### config.mk
export PLATFORM = sky130hd
export DESIGN_NAME = multicycle_control_fsm
export DESIGN_NICKNAME = d
export VERILOG_FILES = /design/src/rtl/multicycle_control_fsm.sv
export SDC_FILE = /design/constraint.sdc
export NUM_CORES = 1
export LEC_CHECK = 0
export ABC_CLOCK_PERIOD_IN_PS = 2600
export BUFFER_PORTS_ARGS = -buffer_cell sky130_fd_sc_hd__buf_4
export CAP_MARGIN = 40
export CORE_MARGIN = 2
export CORE_UTILIZATION = 48
export DETAILED_ROUTE_END_ITERATION = 12
export GPL_ROUTABILITY_DRIVEN = 0
export PLACE_DENSITY = 0.78
export RECOVER_POWER = 50
export SLEW_MARGIN = 20
export SYNTH_ARGS = -nofsm -noshare
export SYNTH_HDL_FRONTEND = slang
export SYNTH_SLANG_ARGS = --single-unit
### constraint.sdc
create_clock -name clk -period 2.6 [get_ports clk]
set_input_delay 0.13 -clock clk [delete_from_list [all_inputs] [get_ports clk]]
set_output_delay 0.13 -clock clk [all_outputs]
set_load 0.05 [all_outputs]
### src/rtl/multicycle_control_fsm.sv
// multicycle_control_fsm
//   Sequencing controller for the multicycle datapath. It issues per-cycle
//   datapath enables across fetch, decode, execute, memory and writeback.
//   It stalls on mem_ready so that one shared memory can serve both
//   instruction and data accesses, and it counts retired instructions.
//
//   Build option: define ILLEGAL_TRAP_EN to send unrecognised opcodes to a
//   sticky TRAP state, which only reset clears. When the macro is undefined,
//   an unrecognised opcode retires as a NOP.
module multicycle_control_fsm #(
    parameter logic [5:0]  OPC_LW    = 6'd0,
    parameter logic [5:0]  OPC_SW    = 6'd1,
    parameter logic [5:0]  OPC_J     = 6'd2,
    parameter logic [5:0]  OPC_BEQ   = 6'd4,
    parameter logic [5:0]  OPC_RTYPE = 6'd10,
    parameter int unsigned CNT_W     = 16
) (
    input  logic             clk,
    input  logic             reset,
    input  logic [5:0]       opcode,
    input  logic             mem_ready,
    output logic             PCWrite,
    output logic             PCWriteCond,
    output logic             IorD,
    output logic             MemRead,
    output logic             MemWrite,
    output logic             IRWrite,
    output logic             MemtoReg,
    output logic             RegDst,
    output logic             RegWrite,
    output logic             ALUSrcA,
    output logic [1:0]       ALUSrcB,
    output logic [1:0]       ALUOp,
    output logic [1:0]       PCSource,
    output logic [3:0]       state_o,
    output logic [CNT_W-1:0] instr_count
);

    typedef enum logic [3:0] {
        S_IDLE   = 4'd0,
        S_FETCH  = 4'd1,
        S_DECODE = 4'd2,
        S_MEMADR = 4'd3,
        S_MEMRD  = 4'd4,
        S_MEMWB  = 4'd5,
        S_MEMWR  = 4'd6,
        S_EXEC   = 4'd7,
        S_ALUWB  = 4'd8,
        S_BRANCH = 4'd9,
        S_JUMP   = 4'd10,
        S_TRAP   = 4'd11
    } state_t;

    state_t           r_state;
    state_t           w_next;
    logic             w_retire;
    logic [CNT_W-1:0] r_count;

    // State register; reset returns to IDLE from any state, including mid-stall
    always_ff @(posedge clk) begin
        if (reset) begin
            r_state <= S_IDLE;
        end else begin
            r_state <= w_next;
        end
    end

    // Retired-instruction counter; it wraps silently
    always_ff @(posedge clk) begin
        if (reset) begin
            r_count <= '0;
        end else if (w_retire) begin
            r_count <= r_count + CNT_W'(1);
        end
    end

    // Next-state, retire and Moore control decode (FETCH strobes qualified by mem_ready)
    always_comb begin
        w_next      = r_state;
        w_retire    = 1'b0;
        PCWrite     = 1'b0;
        PCWriteCond = 1'b0;
        IorD        = 1'b0;
        MemRead     = 1'b0;
        MemWrite    = 1'b0;
        IRWrite     = 1'b0;
        MemtoReg    = 1'b0;
        RegDst      = 1'b0;
        RegWrite    = 1'b0;
        ALUSrcA     = 1'b0;
        ALUSrcB     = 2'b00;
        ALUOp       = 2'b00;
        PCSource    = 2'b00;

        case (r_state)
            S_IDLE: begin
                w_next = S_FETCH;
            end
            S_FETCH: begin
                MemRead = 1'b1;
                ALUSrcB = 2'b01;
                IRWrite = mem_ready;
                PCWrite = mem_ready;
                if (mem_ready) begin
                    w_next = S_DECODE;
                end
            end
            S_DECODE: begin
                ALUSrcB = 2'b11;
                if (opcode == OPC_LW || opcode == OPC_SW) begin
                    w_next = S_MEMADR;
                end else if (opcode == OPC_RTYPE) begin
                    w_next = S_EXEC;
                end else if (opcode == OPC_BEQ) begin
                    w_next = S_BRANCH;
                end else if (opcode == OPC_J) begin
                    w_next = S_JUMP;
                end else begin
`ifdef ILLEGAL_TRAP_EN
                    w_next   = S_TRAP;
`else
                    w_next   = S_FETCH;
                    w_retire = 1'b1;
`endif
                end
            end
            S_MEMADR: begin
                ALUSrcA = 1'b1;
                ALUSrcB = 2'b10;
                w_next  = (opcode == OPC_LW) ? S_MEMRD : S_MEMWR;
            end
            S_MEMRD: begin
                MemRead = 1'b1;
                IorD    = 1'b1;
                if (mem_ready) begin
                    w_next = S_MEMWB;
                end
            end
            S_MEMWB: begin
                RegWrite = 1'b1;
                MemtoReg = 1'b1;
                w_retire = 1'b1;
                w_next   = S_FETCH;
            end
            S_MEMWR: begin
                MemWrite = 1'b1;
                IorD     = 1'b1;
                if (mem_ready) begin
                    w_retire = 1'b1;
                    w_next   = S_FETCH;
                end
            end
            S_EXEC: begin
                ALUSrcA = 1'b1;
                ALUOp   = 2'b10;
                w_next  = S_ALUWB;
            end
            S_ALUWB: begin
                RegWrite = 1'b1;
                RegDst   = 1'b1;
                w_retire = 1'b1;
                w_next   = S_FETCH;
            end
            S_BRANCH: begin
                ALUSrcA     = 1'b1;
                ALUOp       = 2'b01;
                PCWriteCond = 1'b1;
                PCSource    = 2'b01;
                w_retire    = 1'b1;
                w_next      = S_FETCH;
            end
            S_JUMP: begin
                PCWrite  = 1'b1;
                PCSource = 2'b10;
                w_retire = 1'b1;
                w_next   = S_FETCH;
            end
            S_TRAP: begin
`ifdef ILLEGAL_TRAP_EN
                w_next = S_TRAP;
`else
                w_next = S_IDLE;
`endif
            end
            default: begin
                w_next = S_IDLE;
            end
        endcase
    end

    assign state_o     = r_state;
    assign instr_count = r_count;

endmodule
Word-level counts from Yosys, hierarchy flattened. Cells that the tools add are included. Widths: inputs -> output; s select.

Output and inout bits: 36. Logic and storage cells: 58. Input bits: 9. Register bits: 20.

Muxes and demuxes: 28. Add/subtract/negate cells: 1. Eq/ne operators: 17. Reduce and logical (&&, ||, !) cells: 10.

Operators with widths (number): $mux 4 (7); $pmux 4 s7 (1); $add 16x1->16 const B (1); $eq 4x3->1 const B (4); $mux 1 (14); $eq 4x4->1 const B (3); $eq 4x2->1 const B (2); $pmux 2 s2 (2); $eq 6x1->1 const B (1); $eq 6x2->1 const B (1); $eq 6x3->1 const B (1); $eq 6x4->1 const B (1); $logic_not 6->1 (1); $ne 2x2->1 const B (3); $pmux 2 s3 (1); $reduce_or 2->1 (3); $reduce_or 5->1 (1); $eq 4x1->1 const B (1); $logic_not 4->1 (1); $reduce_or 4->1 (1); $pmux 1 s3 (1); $reduce_and 3->1 (1); $reduce_or 3->1 (1); $mux 2 (1); other kinds (2) (2).

Logic depth before layout (Yosys ltp). Gate-level depths: netlist of run 1.

Depth after elaboration: 6. Depth in mapped cells: 8. Gate-level depth less buffers: 5.

Least setup slack after synthesis of run 1. No wires, ideal clock.

Path type: register -> output. Start: reg r_state[3], in the netlist state_o[3]. End: out RegWrite. Required time: 2470 ps. Stages on the path, launching flop included: 5. Buffers on the path: 1. Path slack: -162 ps. Data arrival time: 2632 ps. Cell sequence: dfxtp_1 -> clkbuf_1 -> nand2b_1 -> nor3_1 -> or2_2.

Word-level cells in the longest chain between the ends: 3. Elaborated cells between the ends (all ways): 4. Those cells by class: eq/ne: 2; mux: 1; reduce/logical: 1.

Ends and longest elaborated chain: start: declaration (line 54) `state_t r_state;`; start signal: assignment (line 64) `r_state <= w_next;`; $eq 4x4->1 or $eq 4x3->1 (tied branches) (line 95) `case (r_state)`; $reduce_or 2->1 (no line) *; $mux 1 * (line 95); end: declaration (line 30) `output logic RegWrite,`.

Mark *: on every way between the ends. The rest lies on a longest branch, timed or not.

Worst setup path after layout of run 1.
Start: reg r_state[0], in the netlist state_o[0]. End: reg r_count[13], in the netlist instr_count[13].

Word-level cells in the longest chain between the ends: 3. Elaborated cells between the ends (all ways): 8. Those cells by class: eq/ne: 6; mux: 1; reduce/logical: 1.

Ends and longest elaborated chain: $eq 4x4->1 or $eq 4x3->1 (tied branches) (line 95); $reduce_or 4->1 (no line); $pmux 1 s3 * (line 95); end signal: assignment (line 73) `r_count <= r_count + CNT_W'(1);`; end: declaration (line 57) `logic [CNT_W-1:0] r_count;`.

Marks and branches as above. A chain may end at the register's enable or synchronous reset.

==> out/qor.yml, run 1 <==
yosys:
  yosys.cell_types.count: 37
  synth_nets: 167
  synth-main-ff-cell: "dfxtp_1"
  ys_warn_count: 0
  postSynthAreaPerCell_um2: 7.60
  ys_ff_latch: 20
  syn-cell-area_um2: 1190
  synth-edff-count: 0
  postSynth.asyncResetShare_pct: 0
  netlist_instances: 157
  ys_seq_area_share_pct: 33.5
power:
  p_comb_share_pct: 18.6
  power.internal_uw: 431
  ir_worst_vdd_uv: 318
  p_per_area_nw_per_um2: 422
  switching_share_pct: 30.4
  power_uw: 619
  p_sw_uw: 188
  seqPwrFrac_pct: 51.9
  cellLeakagePower_uw: 0.000511
  clock_power_share_pct: 29.5
cts:
  cts_resized: 0
  cts_tree: "built"
  cts_setup_buffers: 0
  cts_buffer_depth: 2
  insertion_delay_ns: 0.29
  clkSinkCount: 20
  root_buffer: "clkbuf_4"
  cts_buffers: 3
  clk_pin_slew_worst_paths_ns: 0.12
  h-tree-depth: 1
  cts_hold_buf: 0
worst_setup_path:
  crit_arrival_ns: 2.45
  critPathRequiredTime_ns: 2.83
  critPathCaptureType: "register"
  startpoint_type: "register"
  criticalPathCategory: "register to register"
  cp_max_fo: 30
sta:
  fin_tns_setup_ns: 0
  min_period_ns: 2.22
  relSlewSlack_pct: 58.5
  finalCritPeriodShare_pct: 85.5
  fin_skew_ns: 0.00260
  rsz0062_at_grt: "no"
  fmax_ghz: 0.450
  tightest_slew_ns: 0.625
  hold_viol_final: 0
  finalSetupViolations: 0
  drv_slew: 0
floorplanning:
  start_util_pct: 49.5
  dieArea_um2: 2900
  placementRows: 18
  dieWidth_um: 53.9
  ioPinCount: 45
  coreArea_um2: 2410
  die_y_um: 53.9
drt:
  ant_nets: 0
  avgRoutedWirePerCell_um: 13.7
  vias: 1314
  drc_errors: 0
  drt-pass1-iter-count: 4
  first_iter_violations: 21
  wirelength_mm: 3.09
  via_per_inst: 5.81
placement:
  port_buffers: 44
  dp_hpwl_mm: 2.24
job:
  drv_cap: 0
final_layout:
  finalNetCount: 207
  synthToLayoutAreaGrowth_pct: 22.9
  diodes: 0
  drive_gt1_share_pct: 15.8
global_route:
  first_global_vias: 1147
  overflow: 0
  grt_pass1_wl_mm: 4.97
  grt_use_total_pct: 23.0
  antenna_found_initial: 0
  grt_start_max_net_pins: 31
run_status:
  outcome: "finished, final reports clean"
min_path:
  min_path_type: "input port to register"
[layout by cell type, fill, tap and decap left out, drive strengths merged, types with 3 or more instances in the layout]
cell type and instances:
a21oi 19, buf 22, clkbuf 28, dfxtp 20, mux2i 3, nand2 8, nand2b 5, nand4 9
nor2 15, nor3 7, o21ai 16, or3 12
[power groups by stage]
stage                     clock [uW]  combinational (uW)  sequential [uW]
after floorplan                    0                75.5              334
final                            183                 115              321
after global routing             200                 124              323
after global placement             0                 119              328
after detailed placement           0                 121              328
after CTS                        187                 121              321
[through the flow]
stage	instances	hold WS (ns)	area, um^2	setup WS [ns]	utilization, %
2_1_floorplan	157	0.239	1200	0.270	-
3_3_place_gp	222	0.385	1520	0.556	63.1
3_5_place_dp	222	0.394	1520	0.393	63.1
4_1_cts	226	0.0700	1560	0.380	64.6
5_1_grt	226	0.0721	1470	0.191	60.9
6_report	226	0.0796	1470	0.376	60.9
[worst paths after layout]
kind / to / slack [ns] / from / cells past startpoint
setup / recovery: instr_count[13] / 0.38 / state_o[0] / 6
hold / removal: state_o[1] / 0.08 / mem_ready / 2
setup reg to reg: instr_count[13] / 0.38 / state_o[0] / 6
hold reg to reg: instr_count[15] / 0.51 / instr_count[15] / 2
[per-layer routing]
layer	track usage [%]	routed length [um]	vias up
li1	-	-	658
met1	29.2	1420	617
met2	39.6	1510	37
met3	2.78	130	2
met4	8.12	27	0
met5	0	0	-
[state kept, by name, summed over array words and instances (netlist names)]
name         count
instr_count     16
state_o          4
[layout make-up]
class / instances / area [um^2]
Clock buffer: 4 / 36.3
Fill cell: 248 / 943
Inverter: 2 / 7.51
Multi-Input combinational cell: 124 / 729
Sequential cell: 20 / 400
Tap cell: 30 / 37.5
Timing Repair Buffer: 46 / 255
[worst max-delay path, stage by stage (launching register included)]
cell and delay [ns]:
dfxtp_1 0.49, nand2b_1 0.34, a2111oi_2 0.29, a211oi_2 0.13
buf_4 0.23, or4_1 0.52, a21oi_1 0.17
[cells in the mapped netlist (3+ instances only)]
master / n / area (um^2)
a21oi_1: 19 / 95.1
buf_4: 3 / 22.5
clkbuf_1: 5 / 18.8
dfxtp_1: 20 / 400
mux2i_1: 3 / 30.0
nand2_1: 8 / 30.0
nand2b_1: 5 / 31.3
nand4_1: 9 / 56.3
nor2_1: 15 / 56.3
nor3_1: 7 / 35.0
o21ai_0: 16 / 80.1
or3_1: 12 / 75.1
[logic make-up (layout without fill, tap and decap cells)]
kind of cell             Yosys count  in the layout  synth area share, %
AO/OA/AOI/OAI                     46             46                 22.6
XOR/XNOR                           3              3                 2.20
adder cells (fa/ha/maj)            1              1                 1.05
buffers and inverters             13             52                 5.76
flip-flops                        20             20                 33.5
multiplexers                       3              3                 2.52
AND/OR/NAND/NOR                   71             71                 32.3
(Power assumes the default switching activity.)
==> inputs of run 2 (changes only) <==
--- a/config.mk
+++ b/config.mk
@@ -5,14 +5,15 @@
 export SDC_FILE = /design/constraint.sdc
 export NUM_CORES = 1
 export LEC_CHECK = 0
-export ABC_CLOCK_PERIOD_IN_PS = 2600
+export ABC_CLOCK_PERIOD_IN_PS = 2750
 export BUFFER_PORTS_ARGS = -buffer_cell sky130_fd_sc_hd__buf_4
 export CAP_MARGIN = 40
 export CORE_MARGIN = 2
-export CORE_UTILIZATION = 48
+export CORE_UTILIZATION = 50
 export DETAILED_ROUTE_END_ITERATION = 12
 export GPL_ROUTABILITY_DRIVEN = 0
-export PLACE_DENSITY = 0.78
+export HOLD_SLACK_MARGIN = 0.1
+export PLACE_DENSITY = 0.81
 export RECOVER_POWER = 50
 export SLEW_MARGIN = 20
 export SYNTH_ARGS = -nofsm -noshare
==> constraint.sdc (replaced) <==
create_clock -name clk -period 2.75 [get_ports clk]
set_input_delay 0.1375 -clock clk [delete_from_list [all_inputs] [get_ports clk]]
set_output_delay 0.1375 -clock clk [all_outputs]
set_load 0.05 [all_outputs]
==> out/qor.yml, run 2 (same netlist as run 1, synthesis figures left out) <==
cts:
  cts_buffers: 3  # unchanged
  clk_pin_slew_worst_paths_ns: 0.12  # about the same
  clkSinkCount: 20  # unchanged
  cts_setup_buffers: 0  # unchanged
  insertion_delay_ns: 0.31  # +0.02 ns
  root_buffer: "clkbuf_4"
  cts_resized: 0  # unchanged
  h-tree-depth: 1  # unchanged
  cts_buffer_depth: 2  # unchanged
  cts_tree: "built"
  cts_hold_buf: 1  # +1
worst_setup_path:
  cp_max_fo: 30  # unchanged
  critPathCaptureType: "register"
  critPathRequiredTime_ns: 3.01  # +0.18 ns
  crit_arrival_ns: 2.54  # +0.09 ns
  cp_slowest_stage_delay_ns: 0.63  # +0.11 ns
  cpMaxStageDelayCell: "dfxtp_1"
  startpoint_type: "register"
  criticalPathCategory: "register to register"
  cp_cell_sequence: "nand2b_1, a2111oi_2, a211oi_2, buf_4, or4_1, a21oi_1"
floorplanning:
  coreArea_um2: 2230  # -7.3%
  start_util_pct: 53.4  # +3.9 points
  dieWidth_um: 52.9  # -1.9%
  placementRows: 17  # -1
  dieArea_um2: 2790  # -3.7%
  ioPinCount: 45  # unchanged
  die_y_um: 52.9  # -1.9%
drt:
  vias: 1360  # +3.5%
  avgRoutedWirePerCell_um: 14.9  # +9.2%
  drt-pass1-iter-count: 5  # +1
  via_per_inst: 6.07  # +4.4%
  drc_errors: 0  # unchanged
  wirelength_mm: 3.34  # +8.3%
  ant_nets: 0  # unchanged
  first_iter_violations: 33  # +57%
final_layout:
  final_core_util_pct: 65.7  # +4.8 points
  largest_register_ffs: 16  # unchanged
  drive_gt1_share_pct: 15.3  # -0.51 points
  finalNetCount: 207  # unchanged
  final_cell_mix: "clkbuf_1, buf_4, dfxtp_1"
  layout_commonest_cell: "clkbuf_1"
  diodes: 0  # unchanged
  synthToLayoutAreaGrowth_pct: 22.9  # unchanged
run_status:
  outcome: "finished, final reports clean"
global_route:
  overflow: 0  # unchanged
  grt_use_total_pct: 24.6  # +1.6 points
  use_met1_pct: 32.8  # +3.6 points
  antenna_found_initial: 0  # unchanged
  first_global_vias: 1106  # -3.6%
  use_met2_pct: 40.0  # +0.37 points
  grt_pass1_wl_mm: 5.11  # +2.8%
  grt_most_used_layer: "met2"
  grtUsageMet3_pct: 3.39  # +0.61 points
  grt_start_max_net_pins: 31  # unchanged
sta:
  hold_viol_final: 0  # unchanged
  tightest_slew_ns: 0.608  # -0.0177 ns
  fin_tns_setup_ns: 0  # unchanged
  rsz0062_at_grt: "no"
  finalSetupViolations: 0  # unchanged
  fin_skew_ns: 0.00387  # +0.00126 ns
  min_period_ns: 2.28  # +0.0562 ns
  relSlewSlack_pct: 59.1  # +0.62 points
  finalCritPeriodShare_pct: 82.9  # -2.6 points
  drv_slew: 0  # unchanged
  fmax_ghz: 0.439  # -2.5%
  worst_slack_ns: 0.470  # +0.0938 ns
min_path:
  min_path_type: "input port to register"
power:
  ir_worst_vdd_uv: 276  # -13%
  cellLeakagePower_uw: 0.000509  # -0.23%
  p_per_area_nw_per_um2: 406  # -3.8%
job:
  drv_cap: 0  # unchanged
placement:
  port_buffers: 44  # unchanged
  place_ws_ns: 0.509  # +0.116 ns
  dp_hpwl_mm: 2.34  # +4.4%
==> run 2: cell types whose count changed in the layout (fill, tap and decap cells not counted) <==
cell / before / now
buf_4: 22 / 21
dlygate4sd3_1: 0 / 1
==> run 2: stage by stage <==
| stage | std cells | power, uW | instance area [um^2] | hold WS, ns |
|---|---|---|---|---|
| global route | 224 | 618 | 1470 | 0.146 |
| detailed placement | 219 | 424 | 1510 | 0.418 |
| floorplan | 157 | 388 | 1200 | 0.246 |
| finish | 224 | 596 | 1470 | 0.130 |
| CTS | 224 | 599 | 1560 | 0.142 |
| global placement | 219 | 421 | 1510 | 0.402 |
==> run 2: metal layers <==
| metal | up-vias | routed length (um) |
|---|---|---|
| met5 | - | 0 |
| met4 | 0 | 60 |
| met3 | 7 | 175 |
| met2 | 48 | 1610 |
| met1 | 648 | 1500 |
| li1 | 657 | - |
==> run 2: critical path: cells and delay by family, from the launching register on <==
kind            cells  cell delay, ns
simple gates        2            0.80
flops               1            0.63
compound gates      3            0.56
buf+inv             1            0.23
==> run 2: layout make-up <==
class	instances	area, um^2
tap	28	35.0
clock buffer	4	36.3
multi-input combinational	124	729
sequential	20	400
fill	215	767
inverter	2	7.51
timing repair buffer	46	258
==> run 2: worst paths after layout <==
check                                     start         endpoint  slack (ns)  cells after the start
worst max-delay path                 state_o[1]  instr_count[13]        0.47                      6
worst min register to register  instr_count[15]  instr_count[15]        0.50                      2
worst max register to register       state_o[1]  instr_count[13]        0.47                      6
worst min-delay path                  opcode[1]       state_o[1]        0.13                      3
==> run 2: where the power goes <==
| part | internal [uW] | leakage [uW] | total (uW) | switching, uW |
|---|---|---|---|---|
| clock network | 81.0 | 0.0000210 | 180 | 99.4 |
| logic | 34.1 | 0.000327 | 110 | 76.0 |
| registers | 293 | 0.000162 | 305 | 12.3 |
==> inputs of run 3 (changes only) <==
--- a/config.mk
+++ b/config.mk
@@ -5,15 +5,15 @@
 export SDC_FILE = /design/constraint.sdc
 export NUM_CORES = 1
 export LEC_CHECK = 0
-export ABC_CLOCK_PERIOD_IN_PS = 2750
+export ABC_CLOCK_PERIOD_IN_PS = 2000
 export BUFFER_PORTS_ARGS = -buffer_cell sky130_fd_sc_hd__buf_4
 export CAP_MARGIN = 40
 export CORE_MARGIN = 2
-export CORE_UTILIZATION = 50
+export CORE_UTILIZATION = 43
 export DETAILED_ROUTE_END_ITERATION = 12
 export GPL_ROUTABILITY_DRIVEN = 0
 export HOLD_SLACK_MARGIN = 0.1
-export PLACE_DENSITY = 0.81
+export PLACE_DENSITY = 0.74
 export RECOVER_POWER = 50
 export SLEW_MARGIN = 20
 export SYNTH_ARGS = -nofsm -noshare
==> constraint.sdc (replaced) <==
create_clock -name clk -period 2 [get_ports clk]
set_input_delay 0.1 -clock clk [delete_from_list [all_inputs] [get_ports clk]]
set_output_delay 0.1 -clock clk [all_outputs]
set_load 0.05 [all_outputs]
==> out/qor.yml, run 3 (same netlist as run 1, synthesis figures left out) <==
placement:
  port_buffers: 44  # unchanged
  dp_hpwl_mm: 2.35  # +0.68%
global_route:
  grt_use_total_pct: 19.6  # -5.0 points
  grt_pass1_wl_mm: 5.08  # -0.67%
  antenna_found_initial: 0  # unchanged
  grt_start_max_net_pins: 22  # -29%
  overflow: 0  # unchanged
  first_global_vias: 1167  # +5.5%
min_path:
  min_path_type: "input port to register"
final_layout:
  largest_register_ffs: 16  # unchanged
  diodes: 0  # unchanged
  final_cell_mix: "buf_4, clkbuf_1, a21oi_1"
  drive_gt1_share_pct: 22.1  # +6.8 points
  fillers: 266  # +24%
  finalNetCount: 216  # +4.3%
  layout_commonest_cell: "buf_4"
  synthToLayoutAreaGrowth_pct: 29.1
power:
  ir_worst_vdd_uv: 335  # +22%
  p_per_area_nw_per_um2: 506  # +24%
  cellLeakagePower_uw: 0.000556  # +9.1%
sta:
  finalSetupViolations: 0  # unchanged
  finalCritPeriodShare_pct: 88.9  # +6.0 points
  fmax_ghz: 0.562  # +28%
  drv_slew: 0  # unchanged
  hold_viol_final: 0  # unchanged
  min_period_ns: 1.78  # -0.501 ns
  fin_skew_ns: 0.00857  # +0.00470 ns
  tightest_slew_ns: 0.609  # +0.00158 ns
  worst_hold_slack_ns: 0.110  # -0.0208 ns
  fin_tns_setup_ns: 0  # unchanged
  relSlewSlack_pct: 59.6  # +0.44 points
  rsz0062_at_grt: "no"
drt:
  drt-pass1-iter-count: 4  # -1
  first_iter_violations: 38  # +15%
  via_per_inst: 5.71  # -5.9%
  avgRoutedWirePerCell_um: 13.4  # -10%
  vias: 1343  # -1.3%
  drc_errors: 0  # unchanged
  ant_nets: 0  # unchanged
  wirelength_mm: 3.14  # -6.0%
worst_setup_path:
  cp_cell_sequence: "clkbuf_1, mux2i_1, o21ai_0, o41ai_1, dlygate4sd3_1"
  path_delay_family: "buffers and inverters"
  critPathCaptureType: "register"
  worst-path-buf-inv: 2  # +1
  crit_arrival_ns: 1.99  # -0.55 ns
  critPathRequiredTime_ns: 2.21  # -0.80 ns
  cp_slowest_stage_delay_ns: 0.55  # -0.08 ns
  cpMaxStageDelayCell: "dlygate4sd3_1"
  startpoint_type: "register"
  cp_max_fo: 9  # -70%
  criticalPathCategory: "register to register"
floorplanning:
  ioPinCount: 45  # unchanged
  start_util_pct: 44.4  # -9.0 points
  die_y_um: 56.7  # +7.2%
  placementRows: 19  # +2
  coreArea_um2: 2690  # +20%
  dieArea_um2: 3210  # +15%
  dieWidth_um: 56.7  # +7.2%
cts:
  cts_buffer_depth: 2  # unchanged
  clkSinkCount: 20  # unchanged
  insertion_delay_ns: 0.31  # about the same
  root_buffer: "clkbuf_4"
  h-tree-depth: 1  # unchanged
  cts_resized: 0  # unchanged
  clk_pin_slew_worst_paths_ns: 0.12  # about the same
  cts_buffers: 3  # unchanged
  cts_tree: "built"
  cts_setup_buffers: 0  # unchanged
  cts_hold_buf: 2  # +1
run_status:
  outcome: "finished, final reports clean"
job:
  drv_cap: 0  # unchanged
[run 3: cell type report]
class | instances | area [um^2] | share of cell area, %
timing repair buffer | 55 | 333 | 21.6
clock buffer | 3 | 22.5 | 1.46
multi-input combinational | 124 | 734 | 47.6
inverter | 2 | 7.51 | 0.487
tap | 31 | 38.8 | 2.52
sequential | 20 | 405 | 26.3
[run 3: path summary, 6_finish.rpt]
kind                    from              end  slack [ns]  cells past startpoint
max               state_o[0]       state_o[1]        0.22                      5
min                    reset   instr_count[3]        0.11                      2
max reg2reg       state_o[0]       state_o[1]        0.22                      5
min reg2reg  instr_count[15]  instr_count[15]        0.50                      2
[run 3: metal layers]
metal,global-route usage [%],vias to the layer above,wire [um]
li1,-,680,-
met1,24.1,620,1400
met2,34.6,38,1580
met3,2.53,5,122
met4,7.14,0,43
met5,0,-,0
[run 3: power by group]
part           switching, uW  internal (uW)  leakage (uW)
clock network            128           70.6     0.0000138
registers               10.8            404      0.000163
logic                    111           55.6      0.000379
total                    250            530      0.000556
[run 3: through the flow]
stage	setup slack [ns]	total power (uW)	instances	utilization, %	instance area (um^2)
after floorplan	-0.112	535	157	-	1210
after global placement	0.276	591	230	59.0	1580
after detailed placement	0.258	594	230	59.0	1580
after CTS	0.228	796	235	60.5	1630
after global routing	0.104	811	235	57.4	1540
final	0.221	779	235	57.4	1540
